### src/rtl/xor_cipher_pkg.sv
`default_nettype none
// +----------------------------------------------------------------------+
// | Module   : xor_cipher_pkg                                            |
// | Brief    : Shared types and constants for the streaming XOR cipher.  |
// | Revision : 1.0 - initial release                                     |
// +----------------------------------------------------------------------+
package xor_cipher_pkg;

  // Control states of the cipher top.
  typedef enum logic [1:0] {
    IDLE     = 2'd0,
    LOAD_KEY = 2'd1,
    READY    = 2'd2,
    STREAM   = 2'd3
  } state_e;

  // Keystream modes, latched at message start.
  localparam logic MODE_REPEAT = 1'b0;
  localparam logic MODE_LFSR   = 1'b1;

  // Default Galois feedback mask for a 32-bit key.
  localparam logic [31:0] DEFAULT_LFSR_TAPS = 32'h8020_0003;

endpackage : xor_cipher_pkg
`default_nettype wire

### src/rtl/keystream_gen.sv
`default_nettype none
// +----------------------------------------------------------------------+
// | Module   : keystream_gen                                             |
// | Brief    : Working keystream register w with rotate / Galois-LFSR    |
// |            update rules; ks_o is the current keystream bit.          |
// | Revision : 1.0 - initial release                                     |
// +----------------------------------------------------------------------+
module keystream_gen
  import xor_cipher_pkg::*;
#(
  parameter int unsigned      KEY_W     = 32,
  parameter logic [KEY_W-1:0] LFSR_TAPS = KEY_W'(DEFAULT_LFSR_TAPS)
) (
  input  logic             clk_i,
  input  logic             rst_ni,
  input  logic             load_i,
  input  logic             step_i,
  input  logic             mode_i,
  input  logic [KEY_W-1:0] seed_i,
  output logic             ks_o
);

  logic [KEY_W-1:0] w_q;
  logic [KEY_W-1:0] w_d;

  // Next value of w: reload from the seed wins over stepping.
  always_comb begin
    w_d = w_q;
    if (load_i) begin
      w_d = seed_i;
    end else if (step_i) begin
      if (mode_i == MODE_LFSR) begin
        w_d = {w_q[KEY_W-2:0], 1'b0} ^ (w_q[KEY_W-1] ? LFSR_TAPS : '0);
      end else begin
        w_d = {w_q[KEY_W-2:0], w_q[KEY_W-1]};
      end
    end
  end

  // Working register.
  always_ff @(posedge clk_i or negedge rst_ni) begin
    if (!rst_ni) begin
      w_q <= '0;
    end else begin
      w_q <= w_d;
    end
  end

  assign ks_o = w_q[KEY_W-1];

endmodule : keystream_gen
`default_nettype wire

### src/rtl/xor_stream_cipher.sv
`default_nettype none
// +----------------------------------------------------------------------+
// | Module   : xor_stream_cipher                                         |
// | Brief    : Serial-key, serial-message XOR stream cipher with         |
// |            repeating-key and LFSR keystream modes and protocol       |
// |            error reporting.                                          |
// | Revision : 1.0 - initial release                                     |
// +----------------------------------------------------------------------+
module xor_stream_cipher
  import xor_cipher_pkg::*;
#(
  parameter int unsigned      KEY_W     = 32,
  parameter int unsigned      MSG_W     = 512,
  parameter logic [KEY_W-1:0] LFSR_TAPS = KEY_W'(DEFAULT_LFSR_TAPS)
) (
  input  logic iClk,
  input  logic iRst,
  input  logic iEn,
  input  logic iLoad_key,
  input  logic iLoad_msg,
  input  logic iSerial_in,
  input  logic iMode,
  output logic oSerial_out,
  output logic oSerial_start,
  output logic oSerial_end,
  output logic oKey_ready,
  output logic oError
);

  localparam int unsigned      KCW      = $clog2(KEY_W + 1);
  localparam int unsigned      MCW      = $clog2(MSG_W + 1);
  localparam logic [KCW-1:0]   KEY_LAST = KCW'(KEY_W - 1);
  localparam logic [MCW-1:0]   MSG_LAST = MCW'(MSG_W - 1);
  localparam logic [KCW-1:0]   KCNT_ONE = KCW'(1);
  localparam logic [MCW-1:0]   MCNT_ONE = MCW'(1);

  state_e           state_q;
  logic [KEY_W-1:0] key_sr_q;
  logic [KCW-1:0]   key_cnt_q;
  logic [MCW-1:0]   msg_cnt_q;
  logic             key_ready_q;
  logic             out_q;
  logic             start_q;
  logic             end_q;
  logic             err_q;
  logic             lk_prev_q;
  logic             lm_prev_q;
  logic             din_q;      // message bit from the previous enabled edge
  logic             mode_q;

  logic             lk_rise;
  logic             lm_rise;
  logic             msg_last;
  logic             msg_start;
  logic             ks_step;
  logic             ks;
  logic [KEY_W-1:0] key_shift;

  // Framing edges and keystream control; a message may also restart on the
  // final STREAM edge so back-to-back messages need no gap cycle.
  always_comb begin
    lk_rise   = iLoad_key & ~lk_prev_q;
    lm_rise   = iLoad_msg & ~lm_prev_q;
    msg_last  = (msg_cnt_q == MSG_LAST);
    key_shift = {key_sr_q[KEY_W-2:0], iSerial_in};
    msg_start = 1'b0;
    ks_step   = 1'b0;
    if (iEn) begin
      case (state_q)
        READY:   msg_start = iLoad_msg & ~lk_rise;
        STREAM: begin
          ks_step   = 1'b1;
          msg_start = msg_last & iLoad_msg;
        end
        default: msg_start = 1'b0;
      endcase
    end
  end

  keystream_gen #(
    .KEY_W     (KEY_W),
    .LFSR_TAPS (LFSR_TAPS)
  ) u_keystream_gen (
    .clk_i  (iClk),
    .rst_ni (iRst),
    .load_i (msg_start),
    .step_i (ks_step),
    .mode_i (mode_q),
    .seed_i (key_sr_q),
    .ks_o   (ks)
  );

  // Control FSM with key register, counters and registered outputs.
  always_ff @(posedge iClk or negedge iRst) begin
    if (!iRst) begin
      state_q     <= IDLE;
      key_sr_q    <= '0;
      key_cnt_q   <= '0;
      msg_cnt_q   <= '0;
      key_ready_q <= 1'b0;
      out_q       <= 1'b0;
      start_q     <= 1'b0;
      end_q       <= 1'b0;
      err_q       <= 1'b0;
      lk_prev_q   <= 1'b0;
      lm_prev_q   <= 1'b0;
      din_q       <= 1'b0;
      mode_q      <= MODE_REPEAT;
    end else if (!iEn) begin
      // Frozen: only the strobes drop so no output bit is reported twice.
      start_q <= 1'b0;
      end_q   <= 1'b0;
      err_q   <= 1'b0;
    end else begin
      lk_prev_q <= iLoad_key;
      lm_prev_q <= iLoad_msg;
      din_q     <= iSerial_in;
      start_q   <= 1'b0;
      end_q     <= 1'b0;
      err_q     <= 1'b0;
      if (msg_start) begin
        mode_q <= iMode;
      end
      case (state_q)
        IDLE: begin
          if (lm_rise) begin
            err_q <= 1'b1;
          end
          if (iLoad_key) begin
            key_sr_q  <= key_shift;
            key_cnt_q <= KCNT_ONE;
            state_q   <= LOAD_KEY;
          end
        end
        LOAD_KEY: begin
          if (lm_rise) begin
            err_q <= 1'b1;
          end
          if (iLoad_key) begin
            key_sr_q  <= key_shift;
            key_cnt_q <= key_cnt_q + KCNT_ONE;
            if (key_cnt_q == KEY_LAST) begin
              key_ready_q <= 1'b1;
              state_q     <= READY;
            end
          end else begin
            err_q     <= 1'b1;
            key_sr_q  <= '0;
            key_cnt_q <= '0;
            state_q   <= IDLE;
          end
        end
        READY: begin
          if (lk_rise && lm_rise) begin
            err_q <= 1'b1;
          end else if (lk_rise) begin
            key_ready_q <= 1'b0;
            key_sr_q    <= key_shift;
            key_cnt_q   <= KCNT_ONE;
            state_q     <= LOAD_KEY;
          end else if (iLoad_msg) begin
            msg_cnt_q <= '0;
            state_q   <= STREAM;
          end
        end
        STREAM: begin
          out_q   <= din_q ^ ks;
          start_q <= 1'b1;
          if (msg_last) begin
            end_q <= 1'b1;
            if (iLoad_msg) begin
              msg_cnt_q <= '0;
            end else begin
              msg_cnt_q <= msg_cnt_q + MCNT_ONE;
              state_q   <= READY;
            end
          end else if (!iLoad_msg) begin
            err_q     <= 1'b1;
            msg_cnt_q <= msg_cnt_q + MCNT_ONE;
            state_q   <= READY;
          end else begin
            msg_cnt_q <= msg_cnt_q + MCNT_ONE;
          end
        end
        default: state_q <= IDLE;
      endcase
    end
  end

  assign oSerial_out   = out_q;
  assign oSerial_start = start_q;
  assign oSerial_end   = end_q;
  assign oKey_ready    = key_ready_q;
  assign oError        = err_q;

endmodule : xor_stream_cipher
`default_nettype wire

### config.mk
export PLATFORM = sky130hd
export DESIGN_NAME = xor_stream_cipher
export DESIGN_NICKNAME = d
export VERILOG_FILES = /design/src/rtl/xor_cipher_pkg.sv /design/src/rtl/keystream_gen.sv /design/src/rtl/xor_stream_cipher.sv
export SDC_FILE = /design/constraint.sdc
export NUM_CORES = 1
export LEC_CHECK = 0
export CAP_MARGIN = 20
export CORE_MARGIN = 1.5
export CORE_UTILIZATION = 30
export DETAILED_ROUTE_END_ITERATION = 10
export GPL_TIMING_DRIVEN = 0
export PLACE_DENSITY = 0.49
export SLEW_MARGIN = 20
export SYNTH_ARGS = -nofsm -noshare
export SYNTH_HDL_FRONTEND = slang
export SYNTH_SLANG_ARGS = --single-unit
### constraint.sdc
create_clock -name iClk -period 5.52 [get_ports iClk]
set_clock_uncertainty 0.05 [all_clocks]
set_input_delay 1.104 -clock iClk [delete_from_list [all_inputs] [get_ports iClk]]
set_output_delay 1.104 -clock iClk [all_outputs]
set_load 0.01 [all_outputs]
== Yosys cells after proc, flatten, opt, wreduce, memory -nomap -nowiden ==
Index checks and enable logic that the tools add are counted.

* Flip-flop bits (word level): 91
* Output and inout port bits: 5
* Bits of input ports: 7
* Word-level logic and storage cells: 99

* Bitwise operators: 9
* Eq/ne operators: 15
* Add/sub/neg operators: 2
* Reduce and logical (&&, ||, !) cells: 12
* Mux-type cells: 47

{| class="wikitable"
|+ Operators with widths
! cell !! count
|-
| two-way mux 32 bit || 8
|-
| one-hot mux 32 bit (3 select lines) || 1
|-
| two-way mux 10 bit || 5
|-
| bitwise XOR 32 bit || 1
|-
| two-way mux 6 bit || 4
|-
| one-hot mux 10 bit (2 select lines) || 1
|-
| one-hot mux 6 bit (3 select lines) || 1
|-
| two-way mux 1 bit || 16
|-
| inequality test 2 bit, second input constant || 8
|-
| two-way mux 2 bit || 7
|-
| AND reduction 6 bit || 2
|-
| adder 10 x 1 -> 10 bit, second input constant || 1
|-
| equality test 10 x 9 -> 1 bit, second input constant || 1
|-
| AND reduction 5 bit || 2
|-
| one-hot mux 2 bit (4 select lines) || 1
|-
| adder 6 x 1 -> 6 bit, second input constant || 1
|-
| equality test 6 x 5 -> 1 bit, second input constant || 1
|-
| inequality test 3 bit, second input constant || 2
|-
| nonzero test 2 bit || 3
|-
| AND 1 bit || 4
|-
| equality test 2 bit, second input constant || 2
|-
| one-hot mux 1 bit (2 select lines) || 2
|-
| one-hot mux 1 bit (4 select lines) || 1
|-
| AND reduction 2 bit || 2
|-
| 6 further kinds || 8
|}

== Depth between registers and ports, before layout ==
Gate-level depths: netlist of run 1.

* Depth after elaboration: 7
* Depth in mapped cells: 8
* Gate-level depth less buffers: 5

== Cells and area by module ==
Synthesis of run 1 repeated with hierarchy kept, for this count alone.

* Cells, all modules: 371
* Area, all modules: 4216.5 µm²

{| class="wikitable"
|+ Modules (own cells, without submodules)
! module !! area each (µm²) !! instances !! seq. area each (µm²) !! cells each
|-
| xor_stream_cipher || 2655.0 || 1 || 1476.4 || 226
|-
| keystream_gen || 1561.5 || 1 || 800.8 || 145
|}

== Worst setup path before layout of run 1 ==
Ideal clock, no wire load.

* Path kind: input port to flip-flop
* Start: input port iEn
* End: register u_keystream_gen.w_q[23]
* Stages: 7
* Setup slack: 2.907 ns
* Buffers on the path: 3
* Setup time: 0.125 ns
* Data required time: 5.345 ns
* Arrival time: 2.438 ns
* Cells stage by stage: buf_4 -> nand2_4 -> or4_4 -> o21ai_4 -> buf_12 -> buf_12 -> mux2_4

* Word-level cells in the longest chain between the ends: 2
* Elaborated cells on any way between the ends: 4
* Classes of those cells: mux (3); reduce/logical (1)

{| class="wikitable"
|+ RTL lines
! item !! RTL line !! source
|-
| start, declared || xor_stream_cipher.sv:18 || <nowiki>input logic iEn,</nowiki>
|-
| two-way mux 1 bit || xor_stream_cipher.sv:68 || <nowiki>if (iEn) begin</nowiki>
|-
| two-way mux 32 bit or nonzero test 2 bit (tied branches) || - ||
|-
| end signal, assigned || keystream_gen.sv:45 || <nowiki>w_q <= w_d;</nowiki>
|-
| end, declared || keystream_gen.sv:23 || <nowiki>logic [KEY_W-1:0] w_q;</nowiki>
|}

Several ways; a longest one is shown, not always the timed one.
A chain may end at the register's enable or synchronous reset.

== Final worst setup path of run 1 ==
* Start: input port iLoad_key
* End: register u_keystream_gen.w_q[24]

* Word-level cells in the longest chain between the ends: 6
* Elaborated cells on any way between the ends: 7
* Classes of those cells: mux (3); bitwise (3); reduce/logical (1)

{| class="wikitable"
|+ RTL lines
! item !! RTL line !! source
|-
| start, declared || xor_stream_cipher.sv:19 || <nowiki>input logic iLoad_key,</nowiki>
|-
| AND 1 bit (*) || xor_stream_cipher.sv:62 || <nowiki>lk_rise = iLoad_key & ~lk_prev_q;</nowiki>
|-
| inverter 1 bit (*) || xor_stream_cipher.sv:70 || <nowiki>READY: msg_start = iLoad_msg & ~lk_rise;</nowiki>
|-
| AND 1 bit (*) || xor_stream_cipher.sv:70 ||
|-
| one-hot mux 1 bit (2 select lines) (*) || xor_stream_cipher.sv:69 || <nowiki>case (state_q)</nowiki>
|-
| two-way mux 1 bit (*) || xor_stream_cipher.sv:68 ||
|-
| two-way mux 32 bit or nonzero test 2 bit (tied branches) || - ||
|}

Mark *: on every way between the ends. The rest lies on a longest branch, timed or not.

==> results of run 1 <==
==> how the worst min path moves through the flow <==
stage | from | endpoint | cells past startpoint
floorplan | key_cnt_q[3] | key_cnt_q[3] | 1
global placement | key_sr_q[31] | key_sr_q[31] | 1
detailed placement | key_sr_q[31] | key_sr_q[31] | 1
CTS | key_sr_q[31] | key_sr_q[31] | 1
global route | key_sr_q[31] | key_sr_q[31] | 1
finish | key_sr_q[31] | key_sr_q[31] | 1
==> layer usage <==
layer / track usage (%) / routed length, um
met5: 0 / 0
met4: 5.15 / 155
met3: 2.53 / 284
met2: 19.3 / 3860
met1: 17.4 / 4130
==> cell families (layout without fill, tap and decap cells) <==
kind of cell	count (synthesis)	in the layout
XOR/XNOR	9	9
AO/OA/AOI/OAI	73	73
AND/OR/NAND/NOR	149	149
flip-flops	91	91
buffers and inverters	28	55
multiplexers	36	36
adder cells (fa/ha/maj)	2	2
==> cell usage after synthesis (5+ instances only) <==
cell type  count  area share (%)
o21ai_0       15             1.8
xor2_1         6             1.2
dfrtp_1       91              54
o31ai_1        5            0.89
nor2_1        11            0.98
buf_2          8            0.95
mux2_2        31             8.3
nand2_1      100             8.9
a22o_1        33             6.8
clkbuf_1       7            0.62
nand3_1       11             1.3
==> cell type report <==
cell class                 count  area, sq um
buffer                        24          174
clock buffer                  10          239
clock inverter                 6         65.1
fill                        1365         8940
inverter                       4         15.0
multi-input combinational    269         1760
sequential                    91         2280
tap                          180          225
timing repair buffer          11          129
==> metrics by stage <==
| step | setup WS (ns) | setup TNS (ns) | instances |
|---|---|---|---|
| after floorplan | 2.91 | 0 | 388 |
| after global placement | -0.224 | -19.98 | 578 |
| after detailed placement | 2.27 | 0 | 579 |
| after CTS | 2.63 | 0 | 595 |
| after global routing | 2.50 | 0 | 595 |
| final | 2.62 | 0 | 595 |
==> sequential cells by signal, indices dropped and copies added (netlist names) <==
name,flops
key_sr_q,32
u_keystream_gen.w_q,32
msg_cnt_q,10
key_cnt_q,6
state_q,2
din_q,1
lk_prev_q,1
lm_prev_q,1
mode_q,1
oError,1
oKey_ready,1
oSerial_end,1
oSerial_out,1
oSerial_start,1
==> critical path, delay by kind of cell <==
kind                   cells  cell delay, ns
buffers and inverters      3            0.85
multiplexers               1            0.30
AND/OR/NAND/NOR            2            0.69
AO/OA/AOI/OAI              1            0.12
==> report_power, final <==
group / total (W) / internal (W) / leakage (nW) / switching [W]
Combinational: 0.0000714 / 0.0000286 / 0.943 / 0.0000427
Sequential: 0.000688 / 0.000678 / 1.26 / 0.00000991
Clock: 0.000622 / 0.000363 / 0.148 / 0.000259
Total: 0.00138 / 0.00107 / 2.35 / 0.000312
==> impl_metrics.ini, run 1 <==
[run_status]
outcome = complete, no violations

[place]
globalplace.congestion = 0.738
place_area_sq_um = 4580
place_hpwl_um = 5550
port_buffers = 10

[hold_path]
hold_class = flip-flop to flip-flop

[final_layout]
drive_gt1_share_pct = 18.6
finalInstanceArea_sq_um = 4880
area_delta_synth_final_pct = 15.6
antennaDiodeCount = 0
final_cell_mix = nand2_1, dfrtp_1, a22o_1
mostFrequentLayoutCell = nand2_1
num-nets-final = 419
final_core_util_pct = 35.3

[cts]
cts-buffers-inserted = 9
post_cts_buffers = 0
cts_resized = 0
clk_pin_slew_ns = 0.07
postCtsHoldBufs = 0
clk_path_buf_depth = 2
cts_root_buffer = clkbuf_16
clock_latency_ns = 0.34
tritoncts = yes
htreeDepth = 3
cts.sink_count = 91

[sta]
finalCriticalPeriod_ns = 2.90
finalSetupViolCount = 0
max_freq_mhz = 345
period_share_pct = 52.5
maxSlewHeadroom_pct = 56.3
worst_hold_slack_ns = 0.456
rsz0062_at_grt = false
finalHoldViolations = 0
tightest_slew_ns = 0.648
slew_violations = 0

[critical_path]
rr_worst_depth = 7
critPathSlowestCell = clkdlybuf4s50_1
critPathMaxFanout = 10
crit_chain = clkdlybuf4s50_1, and2b_4, or4_4, o21ai_4, buf_12, buf_12, mux2_4
r2r_end = u_keystream_gen.w_q[24]
r2r_setup_slack_ns = 3.42
r2r-start = msg_cnt_q[0]
cp.arrival_ns = 3.07
crit_end = u_keystream_gen.w_q[24]
startpoint = iLoad_key
cp-end-kind = flip-flop
cp_common_cell = buf_12
start_kind = primary input
crit_required_ns = 5.69
max_stage_delay_ns = 0.54
crit_type = primary input to flip-flop

[yosys]
synth-seq-area-share_pct = 53.9
synth_seq_cells = 91
synth-adder-area-share_pct = 0.592
synthArstFlopShare_pct = 100
syn_nets = 397
synth_mux_area_share_pct = 9.92
synth-simple-area-share_pct = 15.9
synth_area_per_cell_sq_um = 10.9
syn_inst = 388
synthesis.area_sq_um = 4230
synth_compound_area_share_pct = 13.4
synth_edf_count = 0
yosysWarningCount = 0
synthXorXnorAreaFrac_pct = 1.87
synth_ff_type = dfrtp_1
synth_cell_type_count = 49
synth_top_family_by_area = simple AND/OR/NAND/NOR gates

[power]
vdd_ir_drop_max_uv = 129
leakagePower_nw = 2.35
power-per-cell-area_nw_per_um2 = 283
p_total_w = 0.00138

[die]
dieWidth_um = 122
die-area_sq_um = 14800
ioPinCount = 12
start_util_pct = 30.6
die_y_um = 122
core-area_sq_um = 13800
std_cell_rows = 43

[global_routing]
grt_pass1_wl_um = 14600
grt_pass1_vias = 2871
grt-ovfl-total = 0
antenna_found_initial = 0
grt_max_degree = 60
grt_usage_pct = 12.6

[route]
drt-initial-drc-count = 125
post_drt_wl_per_cell_um = 14.2
dr.pass1.iters = 4
drc_errors = 0
antenna_left = 0
vias = 2863
vias_per_cell = 4.81
routed_wl_um = 8430

[flow_run]
cap_viol_max_count = 0
Note: power is estimated with default switching activity, not from simulation.
==> run 2, diff against run 1 <==
- clock period: 5.52 -> 2.85 ns (I/O delays scaled with it)
==> results of run 2 <==
The final DEF is identical to that of run 1. Status: complete, no violations.
Main changes from that run: setup slack after placement 2.27 ns -> 0.133 ns; setup slack after layout 2.62 ns -> 0.484 ns; hold slack 0.456 ns -> 0.0575 ns; register-to-register setup slack 3.42 ns -> 0.75 ns; total power 0.00138 W -> 0.00268 W; worst IR drop on VDD 129 uV -> 249 uV
==> run 3, diff against run 2 <==
- PLACE_DENSITY: 0.49 -> 0.5
- clock period: 2.85 -> 2.13 ns (I/O delays scaled with it)
==> impl_metrics.ini, run 3 (synthesized netlist as in run 1, its figures left out) <==
[run_status]
outcome = complete, no violations

[critical_path]
max_stage_delay_ns = 0.40
rr_worst_depth = 7
cp-end-kind = flip-flop
critPathMaxFanout = 10
crit_end = u_keystream_gen.w_q[24]
crit_chain = ha_2, and4_4, nand3_2, o21ai_4, buf_12, buf_12, mux2_4
crit_type = flip-flop to flip-flop
startpoint = msg_cnt_q[0]
cp.arrival_ns = 2.18
cp_common_cell = buf_12
r2r_setup_slack_ns = 0.12
start_kind = flip-flop
r2r_end = u_keystream_gen.w_q[24]
crit_required_ns = 2.30
critPathSlowestCell = dfrtp_1
r2r-start = msg_cnt_q[0]

[sta]
finalHoldViolations = 0
period_share_pct = 94.5
slew_violations = 0
finalSetupViolCount = 0
tightest_slew_ns = 0.672
max_freq_mhz = 497
maxSlewHeadroom_pct = 54.7
finalCriticalPeriod_ns = 2.01
setup_slack_ns = 0.116
rsz0062_at_grt = false

[final_layout]
drive_gt1_share_pct = 19.9
antennaDiodeCount = 0
area_delta_synth_final_pct = 16.2
mostFrequentLayoutCell = nand2_1
final_core_util_pct = 35.5
final_cell_mix = nand2_1, dfrtp_1, a22o_1
fin_cells = 597
num-nets-final = 421
fill_cells = 1368
biggestRegsByFlops = key_sr_q x32, u_keystream_gen.w_q x32, msg_cnt_q x10

[route]
drc_errors = 0
dr.pass1.iters = 4
vias = 2846
routed_wl_um = 8320
drt-initial-drc-count = 159
post_drt_wl_per_cell_um = 13.9
vias_per_cell = 4.77
antenna_left = 0

[die]
start_util_pct = 30.6
dieWidth_um = 122
ioPinCount = 12
die_y_um = 122
std_cell_rows = 43
core-area_sq_um = 13800
die-area_sq_um = 14800

[power]
leakagePower_nw = 2.35
vdd_ir_drop_max_uv = 325
p_total_w = 0.00358
power-per-cell-area_nw_per_um2 = 730

[global_routing]
grt_pass1_vias = 2880
antenna_found_initial = 0
grt_max_degree = 79
grt_usage_pct = 12.5
grt-ovfl-total = 0
grt_pass1_wl_um = 14500

[cts]
clk_path_buf_depth = 2
cts_root_buffer = clkbuf_16
clock_latency_ns = 0.34
clk_pin_slew_ns = 0.07
cts-buffers-inserted = 9
cts.sink_count = 91
htreeDepth = 3
tritoncts = yes

[place]
dp.cells = 579
globalplace.congestion = 0.743
pre_cts_ws_ns = -0.450
port_buffers = 10
place_hpwl_um = 5480

[hold_path]
hold_class = primary input to flip-flop

[flow_run]
cap_viol_max_count = 0
run 3: what timing repair did:
item                                    4_1_cts  5_1_grt
hold endpoints to repair                     13        0
setup buffers                                 0        1
resized for setup                             5        3
hold buffers                                  1        0
endpoints found under the setup margin       54       24
pin swaps                                     0        1
run 3: power breakdown:
part           total, W  internal (W)  leakage, nW  switching [W]
Combinational  0.000186     0.0000737        0.951       0.000112
Clock           0.00161      0.000941        0.145       0.000671
Sequential      0.00178       0.00176         1.26      0.0000269
run 3: routing by layer:
metal | vias up | GRT usage, % | part of all wire [%]
met3 | 12 | 2.53 | 2.3
met1 | 1385 | 17.7 | 51
met4 | 0 | 4.63 | 1.5
met2 | 34 | 18.9 | 45
li1 | 1415 | - | -
met5 | - | 0 | 0
run 3: through the flow:
stage          hold WS [ns]  cell area (sq um)  setup TNS [ns]
6_report              0.372               4910               0
5_1_grt               0.386               4910               0
4_1_cts               0.365               4890               0
3_5_place_dp          0.213               4580          -26.11
3_3_place_gp          0.439               4550         -288.80
2_1_floorplan        0.0804               4230               0
run 3: worst min path at each step:
| stage | startpoint | end | slack [ns] | cells past startpoint |
|---|---|---|---|---|
| after floorplan | iRst | din_q | 0.08 | 0 |
| after global placement | key_sr_q[31] | key_sr_q[31] | 0.44 | 1 |
| final | iEn | lm_prev_q | 0.37 | 2 |
| after detailed placement | iRst | u_keystream_gen.w_q[16] | 0.21 | 1 |
| after global routing | iEn | lm_prev_q | 0.39 | 2 |
| after CTS | iEn | lm_prev_q | 0.36 | 2 |
run 3: worst max-delay path: cells and delay by family (launching register included):
family	cells	cell delay (ns)
flops	1	0.40
buf+inv	2	0.31
fa+ha+maj	1	0.23
mux	1	0.29
simple gates	2	0.36
compound gates	1	0.25
run 3: cell type report:
type / instances / area (sq um) / area share (%)
plain buffers: 24 / 174 / 3.54
clock buffers: 10 / 239 / 4.87
clock inverters: 6 / 63.8 / 1.30
inverters: 4 / 15.0 / 0.306
multi-input cells: 269 / 1770 / 36.1
flip-flops and latches: 91 / 2280 / 46.4
well taps: 180 / 225 / 4.59
repair buffers: 13 / 144 / 2.93
